==> config.mk <==
export PLATFORM = sky130hd
export DESIGN_NAME = cache_line_fill_engine
export DESIGN_NICKNAME = d
export VERILOG_FILES = /design/src/rtl/cache_line_fill_engine.sv
export SDC_FILE = /design/constraint.sdc
export NUM_CORES = 1
export LEC_CHECK = 0
export ABC_AREA = 0
export BUFFER_PORTS_ARGS = -buffer_cell sky130_fd_sc_hd__buf_2
export CORE_MARGIN = 2
export CORE_UTILIZATION = 30
export DETAILED_ROUTE_END_ITERATION = 12
export SLEW_MARGIN = 0
export SYNTH_ARGS = -nofsm -noshare
export SYNTH_HDL_FRONTEND = slang
export SYNTH_SLANG_ARGS = --single-unit
==> constraint.sdc <==
create_clock -name globalclock -period 2.03 [get_ports globalclock]
set_clock_uncertainty 0.1 [all_clocks]
set_input_delay 0.406 -clock globalclock [delete_from_list [all_inputs] [get_ports globalclock]]
set_output_delay 0.406 -clock globalclock [all_outputs]
set_load 0.01 [all_outputs]
==> src/rtl/cache_line_fill_engine.sv <==
// Cache miss-service engine: optionally writes back a dirty victim line, then
// reads the requested line word by word from RAM and returns it assembled.
module cache_line_fill_engine #(
  parameter  int ADDR_W         = 15,
  parameter  int DATA_W         = 32,
  parameter  int WORDS_PER_LINE = 4,
  parameter  int RAM_LAT        = 1,
  localparam int OFS_W          = $clog2(WORDS_PER_LINE),
  localparam int LINE_W         = DATA_W * WORDS_PER_LINE,
  localparam int LA_W           = ADDR_W - OFS_W
) (
  input  logic              globalclock,
  input  logic              reset,
  input  logic              req_valid,
  output logic              req_ready,
  input  logic [LA_W-1:0]   req_line_addr,
  input  logic              req_wb,
  input  logic [LA_W-1:0]   req_wb_line_addr,
  input  logic [LINE_W-1:0] req_wb_data,
  output logic              fill_valid,
  input  logic              fill_ready,
  output logic [LA_W-1:0]   fill_line_addr,
  output logic [LINE_W-1:0] fill_data,
  output logic              ram_en,
  output logic              ram_we,
  output logic [ADDR_W-1:0] ram_addr,
  output logic [DATA_W-1:0] ram_wdata,
  input  logic [DATA_W-1:0] ram_rdata
);

  typedef enum logic [2:0] {IDLE, WB, RD, WAIT, FILL} state_t;

  state_t              state_q, state_d;
  logic [OFS_W-1:0]    ofs_q, ofs_d;
  logic [OFS_W-1:0]    cap_ofs_q, cap_ofs_d;
  logic [RAM_LAT-1:0]  vld_q, vld_d;
  logic [LA_W-1:0]     line_q, line_d;
  logic [LA_W-1:0]     wb_line_q, wb_line_d;
  logic [LINE_W-1:0]   wb_data_q, wb_data_d;
  logic [LINE_W-1:0]   fill_q, fill_d;
  logic                issue;
  logic                capture;
  logic                last_ofs;
  logic                last_cap;

  assign fill_line_addr = line_q;
  assign fill_data      = fill_q;

  always_comb begin
    state_d   = state_q;
    ofs_d     = ofs_q;
    cap_ofs_d = cap_ofs_q;
    vld_d     = vld_q;
    line_d    = line_q;
    wb_line_d = wb_line_q;
    wb_data_d = wb_data_q;
    fill_d    = fill_q;
    issue     = 1'b0;
    req_ready  = 1'b0;
    fill_valid = 1'b0;
    ram_en     = 1'b0;
    ram_we     = 1'b0;
    ram_addr   = '0;
    ram_wdata  = '0;

    capture  = vld_q[RAM_LAT-1];
    last_ofs = (ofs_q == OFS_W'(WORDS_PER_LINE - 1));
    last_cap = (cap_ofs_q == OFS_W'(WORDS_PER_LINE - 1));

    // Returning words arrive in issue order, so a running slot index suffices.
    if (capture) begin
      fill_d[cap_ofs_q*DATA_W +: DATA_W] = ram_rdata;
      cap_ofs_d = cap_ofs_q + 1'b1;
    end

    case (state_q)
      IDLE: begin
        req_ready = 1'b1;
        if (req_valid) begin
          line_d    = req_line_addr;
          wb_line_d = req_wb_line_addr;
          wb_data_d = req_wb_data;
          ofs_d     = '0;
          cap_ofs_d = '0;
          state_d   = req_wb ? WB : RD;
        end
      end
      WB: begin
        ram_en    = 1'b1;
        ram_we    = 1'b1;
        ram_addr  = {wb_line_q, ofs_q};
        ram_wdata = wb_data_q[ofs_q*DATA_W +: DATA_W];
        ofs_d     = ofs_q + 1'b1;
        if (last_ofs) state_d = RD;
      end
      RD: begin
        ram_en   = 1'b1;
        ram_addr = {line_q, ofs_q};
        issue    = 1'b1;
        ofs_d    = ofs_q + 1'b1;
        if (last_ofs) state_d = WAIT;
      end
      WAIT: begin
        if (capture && last_cap) state_d = FILL;
      end
      FILL: begin
        fill_valid = 1'b1;
        if (fill_ready) state_d = IDLE;
      end
      default: state_d = IDLE;
    endcase

    // Each bit marks a read in flight; the top bit lines up with its data.
    vld_d[0] = issue;
    for (int i = 1; i < RAM_LAT; i++) vld_d[i] = vld_q[i-1];
  end

  always_ff @(posedge globalclock or negedge reset) begin
    if (!reset) begin
      state_q   <= IDLE;
      ofs_q     <= '0;
      cap_ofs_q <= '0;
      vld_q     <= '0;
      line_q    <= '0;
      wb_line_q <= '0;
      wb_data_q <= '0;
      fill_q    <= '0;
    end else begin
      state_q   <= state_d;
      ofs_q     <= ofs_d;
      cap_ofs_q <= cap_ofs_d;
      vld_q     <= vld_d;
      line_q    <= line_d;
      wb_line_q <= wb_line_d;
      wb_data_q <= wb_data_d;
      fill_q    <= fill_d;
    end
  end

endmodule

==> run_results.csv, run 1 <==
group,metric,value,unit
pwr,p_per_area,1390,mW/mm²
timing,whs,30.9,ps
drt,drc,0,
die,fp.dieArea,0.0414,mm²
drt,drt-wirelength-per-cell,21.2,µm
layout,stdcell_count,1934,
layout,final_layout_size_suffix_gt1_frac,0.534,
grt,antenna_found_initial,4,
setup_path,start_kind,"flip-flop",
setup_path,critPathKind,"reg -> out",
drt,dr_total_vias,9356,
drt,firstDrtPassIters,4,
yosys,yosysSeqAreaShare,0.607,
timing,tightest_slew,478,ps
clock_tree,clockBufferDepth,3,
grt,grt-ovfl-total,0,
clock_tree,clk_latency,560,ps
timing,post-route-min-period,2560,ps
placed_design,place_congestion,0.773,
clock_tree,clk_pin_slew_worst_paths,60,ps
grt,grt-busiest-layer,"met2",
yosys,avgSynthCellArea,15.7,µm²
grt,grt_pass1_vias,9711,
drt,vias_per_cell,4.84,
setup_path,crit_fanout,17,
run,maxCapViolations,0,
yosys,synth_seq_cells,290,
outcome,outcome,"finished, violations left",
yosys,synth_cell_type_count,33,
grt,grt_util_met3,0.0412,
yosys,synthTopCellsByCount,"dfrtp_1 (290), mux2_2 (146), a22o_1 (142)",
outcome,violations,"negative setup slack",
layout,syn2layout_area_growth,59.1,%
layout,fin_nets,1580,
placed_design,placement.io_buffers,382,
placed_design,numPlacedInstances,1654,
clock_tree,cts-root-buf,"clkbuf_16",
drt,routed_wl,40900,µm
yosys,synthArstFlopShare,1.00,
timing,fin_ws,-530,ps
setup_path,crit_required,1520,ps
grt,grt_pass1_wl,55600,µm
clock_tree,cts_tree,"yes",
yosys,yosys_warnings,0,
drt,ant_nets,0,
placed_design,dp_hpwl,23200,µm
grt,use_met1,0.213,
yosys,synth_ff_type,"dfrtp_1",
min_path,hold_path_class,"in -> reg",
yosys,synth.top_cells.by_area,"dfrtp_1 (61%), mux2_2 (14%), a22o_1 (10%), mux4_2 (6.0%), and2_1 (1.8%)",
drt,drtIter0Drc,491,
clock_tree,cts_buffers,30,
timing,fmax,0.391,GHz
die,ios,383,
yosys,synth_edf_count,0,
yosys,syn-cell-area,0.0119,mm²
clock_tree,clock_sinks,290,
yosys,syn_inst,763,
placed_design,place_ws,38.4,ps
pwr,p_leak,9.36,nW
timing,relSlewSlack,0.681,
yosys,synth_most_common_cell,"dfrtp_1",
yosys,yosysTopAreaCell,"dfrtp_1",
yosys,synth_top_area_frac,0.607,
timing,finalSetupViolCount,203,
grt,grt_max_degree,59,
timing,maxSlewViolCount,0,
die,initial_core_util,0.302,
pwr,power.total,26.4,mW
yosys,synth_nets,960,
timing,hold_violations,0,
timing,finalCritPeriodShare,1.26,
setup_path,endpoint_kind,"primary output",
die,num_rows,73,
die,core,0.0395,mm²
grt,track_usage,0.171,
die,die_y,204,µm
clock_tree,htreeDepth,1,
die,dieWidth,204,µm
timing,rsz0062_at_grt,"true",
setup_path,worstPathArrival,2050,ps
pwr,irDropWorstVdd,0.645,mV
grt,use_met2,0.299,
metrics by stage:
| stage | util | TNS (ps) | cell area (µm²) |
|---|---|---|---|
| final | 0.480 | -33290 | 19000 |
| after global placement | 0.372 | 0 | 14700 |
| after floorplan | - | 0 | 11900 |
| after global routing | 0.480 | -49200 | 19000 |
| after detailed placement | 0.372 | 0 | 14700 |
| after CTS | 0.450 | -23340 | 17800 |
cells by family (layout without fill, tap and decap cells):
group / Yosys count / in the layout / synth area share
DFF: 290 / 290 / 0.607
muxes: 187 / 187 / 0.206
AOI/OAI and AO/OA: 153 / 153 / 0.110
buffers and inverters: 63 / 705 / 0.0336
and+or+nand+nor: 62 / 63 / 0.0350
adders and majority gates: 6 / 6 / 0.00628
xor gates and xnor gates: 2 / 2 / 0.00147
other: 0 / 3 / 0
critical path: stages (launching register included):
cell	delay, ps
dfrtp_2	440
buf_12	210
mux4_2	520
and2_4	170
buf_2	140
final cells by class:
cell class,instances,area [µm²]
clock inverter,8,43.8
timing repair buffer,646,5170
sequential,290,7260
tap,525,657
fill,3372,20500
antenna,3,7.51
clock buffer,47,886
inverter,4,15.0
multi-input combinational,411,4960
placed cells by master (no fill, tap or decap), drive strengths merged, types with 4 or more instances in the layout:
cell,count
dfrtp,290
clkbuf,58
nor3,4
nor2,5
dlygate4sd3,170
nand2,7
and2,36
mux4,32
mux2,154
buf,465
inv,4
a22o,142
ha,6
clkinv,8
per-layer routing:
metal,part of all wire,vias up
met5,0.00032,-
met2,0.50,387
met4,0.023,2
met3,0.064,56
li1,-,4099
met1,0.41,4812
path summary, 6_finish.rpt:
path / start / endpoint / slack [ps] / depth (start not counted)
setup / recovery: ofs_q[0]$_DFFE_PN0P_ / ram_wdata[1] / -530 / 4
min in group asynchronous: reset / wb_data_q[21]$_DFFE_PN0P_ / 240 / 2
setup reg to reg: state_q[1]$_DFFE_PN0P_ / wb_data_q[118]$_DFFE_PN0P_ / -130 / 8
max in group asynchronous: reset / fill_data[117]$_DFFE_PN0P_ / 840 / 3
hold reg to reg: fill_data[41]$_DFFE_PN0P_ / fill_data[41]$_DFFE_PN0P_ / 400 / 1
hold / removal: ram_rdata[3] / fill_data[35]$_DFFE_PN0P_ / 30 / 2
flip-flops by register name (all words and copies together) (netlist names):
register,cells
ofs_q,2
state_q,3
capture,1
fill_line_addr,13
fill_data,128
wb_data_q,128
wb_line_q,13
cap_ofs_q,2
power by group:
group,switching (mW),leakage [nW],internal [mW]
combinational,4.56,5.19,6.75
sequential,1.56,3.71,8.22
clock,2.30,0.462,2.98
total,8.42,9.36,17.9
repair_timing:
item / 4_1_cts / 5_1_grt
pin swaps: 16 / 9
endpoints found under the setup margin: 50 / 232
hold buffers: 170 / 0
buffers inserted: 15 / 19
resized for setup: 52 / 195
gates cloned: 3 / 17
endpoints found under the hold margin: 238 / 0
Power figures use the tool's default switching activity.
==> run 2, diff against run 1 <==
Settings changed: CORE_UTILIZATION 30 to 48, CTS_BUF_LIST set to sky130_fd_sc_hd__clkbuf_4, PLACE_DENSITY set to 0.79, SLEW_MARGIN 0 to 20.
==> run 2 against run 1 <==
Against the previous run:
- the flow still finishes with violations (negative setup slack)
- wire length rose by 31%
- register-to-register slack got worse by 90 ps
- utilization rose by 30 points
- largest power group unchanged
- highest routed layer unchanged
==> run_results.csv, run 2 (same netlist as run 1, synthesis figures left out) <==
group,metric,value,unit
layout,syn2layout_area_growth,59.8,%
drt,routed_wl,53600,µm
placed_design,dp_hpwl,22500,µm
setup_path,start_kind,"flip-flop",
die,core,0.0244,mm²
layout,stdcell_area,0.0191,mm²
setup_path,endpoint,"ram_wdata[23]",
setup_path,crit_start,"ofs_q[0]$_DFFE_PN0P_",
setup_path,crit_fanout,15,
timing,post-route-min-period,2830,ps
setup_path,r2r-start,"state_q[0]$_DFFE_PN0P_",
clock_tree,clk_pin_slew_worst_paths,80,ps
die,dieWidth,162,µm
grt,grt_pass1_wl,64000,µm
drt,drt-wirelength-per-cell,29.1,µm
outcome,outcome,"finished, violations left",
timing,hold_violations,0,
clock_tree,cts_tree,"yes",
clock_tree,cts_buffers,79,
setup_path,crit_required,1520,ps
timing,rsz0062_at_grt,"true",
layout,mostFrequentLayoutCell,"buf_2",
die,ios,383,
run,maxCapViolations,0,
placed_design,placement.io_buffers,382,
timing,finalCritPeriodShare,1.40,
clock_tree,cts-root-buf,"clkbuf_4",
clock_tree,clockBufferDepth,3,
layout,final_cell_mix,"buf_2 (367), dfrtp_1 (285), dlygate4sd3_1 (190)",
setup_path,cpMaxStageDelayCell,"mux4_2",
pwr,p_leak,9.60,nW
drt,dr_total_vias,11220,
placed_design,place_congestion,0.839,
setup_path,worstPathArrival,2330,ps
setup_path,critPathKind,"reg -> out",
grt,grt_pass1_vias,11328,
timing,fmax,0.353,GHz
timing,finalSetupViolCount,203,
min_path,hold_path_class,"in -> reg",
grt,antenna_found_initial,14,
pwr,p_per_area,1480,mW/mm²
layout,utilization,0.783,
drt,drtIter0Drc,1176,
setup_path,endpoint_kind,"primary output",
setup_path,timing.rr.end,"wb_data_q[82]$_DFFE_PN0P_",
grt,grt-ovfl-total,0,
timing,maxSlewViolCount,0,
placed_design,place_ws,70.7,ps
placed_design,placed_area,0.0144,mm²
outcome,violations,"negative setup slack",
setup_path,r2r_setup_slack,-220,ps
timing,fin_ws,-803,ps
drt,drc,0,
pwr,irDropWorstVdd,0.739,mV
drt,vias_per_cell,6.09,
drt,ant_nets,0,
die,die_y,162,µm
layout,final_layout_size_suffix_gt1_frac,0.541,
setup_path,reg2reg_depth,10,
grt,track_usage,0.319,
layout,fin_nets,1647,
clock_tree,htreeDepth,3,
die,fp.dieArea,0.0262,mm²
clock_tree,clock_sinks,290,
die,initial_core_util,0.490,
timing,relSlewSlack,0.686,
drt,firstDrtPassIters,5,
setup_path,max_stage_delay,630,ps
timing,tightest_slew,471,ps
die,num_rows,57,
grt,grt_max_degree,55,
setup_path,crit_chain,"buf_12 > mux4_2 > and2_4 > buf_6",
clock_tree,clk_latency,710,ps
[run 2: cell types whose count changed in the layout (fill, tap and decap cells not counted), sizes merged]
cell	delta
clkbuf	+67
dlygate4sd3	+20
clkinv	+15
diode	+8
buf	-4
bufinv	+2
clkinvlp	+2
and2	-1
inv	+1
[run 2: timing repair]
action | in CTS | in global routing
hold endpoints to repair | 556 | 0
cloned | 5 | 23
setup endpoints to repair | 51 | 215
resized for setup | 42 | 198
setup buffers | 18 | 15
pin swaps | 11 | 18
hold buffers | 190 | 0
[run 2: how the worst min path moves through the flow]
stage | startpoint | end | slack, ps | cells past startpoint
3_5_place_dp | reset | fill_data[13]$_DFFE_PN0P_ | 260 | 1
3_3_place_gp | reset | fill_data[13]$_DFFE_PN0P_ | 260 | 1
6_report | req_valid | ofs_q[1]$_DFFE_PN0P_ | 60 | 3
4_1_cts | req_valid | ofs_q[1]$_DFFE_PN0P_ | 20 | 3
2_1_floorplan | reset | cap_ofs_q[0]$_DFF_PN0_ | 10 | 0
5_1_grt | req_valid | ofs_q[1]$_DFFE_PN0P_ | 80 | 3
[run 2: stage by stage]
step	instances	total power [mW]	TNS (ps)	hold slack (ps)
after global placement	1446	17.8	0	262
after detailed placement	1446	18.1	0	265
final	1843	28.3	-50120	56.1
after floorplan	763	14.9	0	10.4
after global routing	1837	29.3	-59760	76.4
after CTS	1798	24.6	-42950	16.5
[run 2: routing by layer]
layer | wire length, µm | up-vias | track usage
li1 | - | 4301 | -
met1 | 17800 | 5544 | 0.360
met3 | 6360 | 318 | 0.0924
met4 | 3960 | 6 | 0.161
met2 | 25500 | 1051 | 0.554
met5 | 42 | - | 0
[run 2: worst max-delay path, delay by kind of cell (launching register included)]
kind,cells,cell delay [ps]
simple gates,1,200
mux,1,630
flops,1,470
buf+inv,2,330
[run 2: final cells by class]
class,count,area (µm²)
Fill cell,1326,5300
Tap cell,324,405
Multi-Input combinational cell,410,4950
Clock inverter,28,180
Inverter,4,15.0
Antenna cell,11,27.5
Sequential cell,290,7260
Timing Repair Buffer,665,5410
Clock buffer,111,833
[run 2: report_power, final]
part / switching (mW) / internal, mW
sequential: 2.14 / 8.21
combinational: 5.43 / 6.91
clock: 2.83 / 2.80
==> run 3, diff against run 2 <==
Settings changed: CTS_CLUSTER_DIAMETER set to 60, RECOVER_POWER set to 25.
==> run 3 against run 2 <==
Against the previous run:
- the flow still finishes with violations (negative setup slack)
- worst hold slack got worse by 6.6 ps
- utilization is 0.14 points lower
- combinational power hardly changed
- via count shrank 0.35%
- critical path type unchanged
- largest cell class unchanged
- die area unchanged
==> run_results.csv, run 3 (same netlist as run 1, synthesis figures left out) <==
group,metric,value,unit
drt,ant_nets,0,
setup_path,reg2reg_depth,10,
layout,stdcell_area,0.0191,mm²
timing,fmax,0.354,GHz
grt,antenna_found_initial,14,
grt,grt_max_degree,55,
timing,fin_ws,-796,ps
placed_design,placement.io_buffers,382,
placed_design,placed_area,0.0144,mm²
placed_design,dp_hpwl,22500,µm
die,die_y,162,µm
grt,track_usage,0.319,
outcome,violations,"negative setup slack",
setup_path,start_kind,"flip-flop",
clock_tree,clk_latency,720,ps
layout,final_cell_mix,"buf_2 (367), dfrtp_1 (285), dlygate4sd3_1 (190)",
die,dieWidth,162,µm
min_path,hold_path_class,"in -> reg",
die,initial_core_util,0.490,
layout,mostFrequentLayoutCell,"buf_2",
layout,fin_nets,1647,
setup_path,r2r_setup_slack,-220,ps
setup_path,crit_start,"ofs_q[0]$_DFFE_PN0P_",
drt,drc,0,
clock_tree,cts_buffers,79,
grt,grt-ovfl-total,0,
setup_path,crit_required,1520,ps
pwr,irDropWorstVdd,0.740,mV
clock_tree,clockBufferDepth,3,
pwr,p_leak,9.58,nW
timing,post-route-min-period,2830,ps
placed_design,place_congestion,0.839,
drt,drt-wirelength-per-cell,29.1,µm
setup_path,crit_fanout,15,
drt,firstDrtPassIters,5,
run,maxCapViolations,0,
clock_tree,htreeDepth,3,
setup_path,timing.rr.end,"wb_data_q[82]$_DFFE_PN0P_",
die,fp.dieArea,0.0262,mm²
die,num_rows,57,
clock_tree,clock_sinks,290,
timing,rsz0062_at_grt,"true",
timing,hold_violations,0,
grt,grt_pass1_wl,64000,µm
layout,final_layout_size_suffix_gt1_frac,0.541,
timing,fin_setup_tns,-50570,ps
outcome,outcome,"finished, violations left",
drt,vias_per_cell,6.06,
setup_path,critPathKind,"reg -> out",
die,core,0.0244,mm²
layout,syn2layout_area_growth,59.5,%
timing,finalCritPeriodShare,1.39,
setup_path,endpoint_kind,"primary output",
die,ios,383,
pwr,p_per_area,1490,mW/mm²
drt,drtIter0Drc,1059,
drt,routed_wl,53700,µm
drt,dr_total_vias,11181,
clock_tree,cts_tree,"yes",
setup_path,worstPathArrival,2320,ps
clock_tree,cts-root-buf,"clkbuf_4",
timing,tightest_slew,1460,ps
setup_path,r2r-start,"state_q[0]$_DFFE_PN0P_",
timing,relSlewSlack,0.0296,
timing,finalSetupViolCount,203,
clock_tree,clk_pin_slew_worst_paths,80,ps
timing,maxSlewViolCount,0,
setup_path,endpoint,"ram_wdata[23]",
grt,grt_pass1_vias,11328,
==> run 3: layout make-up <==
cell class,count,area [µm²]
Clock inverter,28,180
Tap cell,324,405
Timing Repair Buffer,665,5370
Sequential cell,290,7260
Clock buffer,111,833
Inverter,4,15.0
Antenna cell,13,32.5
Fill cell,1333,5340
Multi-Input combinational cell,410,4950
==> run 3: how the worst min path moves through the flow <==
stage               slack, ps       from                         to  cells past startpoint
floorplan                  10      reset     cap_ofs_q[0]$_DFF_PN0_                      0
global placement          260      reset  fill_data[13]$_DFFE_PN0P_                      1
detailed placement        260      reset  fill_data[13]$_DFFE_PN0P_                      1
CTS                        20  req_valid       ofs_q[1]$_DFFE_PN0P_                      3
global route               80  req_valid       ofs_q[1]$_DFFE_PN0P_                      3
finish                     50  req_valid       ofs_q[1]$_DFFE_PN0P_                      3
==> run 3: per-layer routing <==
| metal | GRT usage | share of wire | vias to the layer above |
|---|---|---|---|
| met4 | 0.161 | 0.073 | 6 |
| met2 | 0.554 | 0.47 | 1025 |
| met1 | 0.360 | 0.33 | 5547 |
| met3 | 0.0924 | 0.12 | 311 |
| li1 | - | - | 4292 |
| met5 | 0 | 0.00078 | - |
==> run 3: report_power, final <==
| group | internal, mW | leakage [nW] | switching [mW] |
|---|---|---|---|
| clock | 2.80 | 0.594 | 2.82 |
| sequential | 8.21 | 3.71 | 2.15 |
| combinational | 6.91 | 5.28 | 5.42 |
==> run 3: metrics by stage <==
step,util,setup WS (ps),hold slack (ps),power (mW),cells
after floorplan,-,56.7,10.4,14.9,763
after global placement,0.590,77.5,262,17.8,1446
after detailed placement,0.590,70.7,265,18.1,1446
after CTS,0.728,-668,16.5,24.6,1798
after global routing,0.780,-859,75.1,29.3,1837
final,0.781,-796,49.5,28.3,1845
==> run 3: timing repair <==
item,in CTS,in global routing
buffers inserted,18,15
pin swaps,11,18
setup endpoints to repair,51,215
cloned,5,23
hold buffers,190,0
resized for setup,42,198
hold endpoints to repair,556,0
==> run 3: worst max-delay path, cell delays in order, from the launching register on <==
cell and delay, ps:
dfrtp_2 480, buf_12 210, mux4_2 620, and2_4 200
buf_6 120
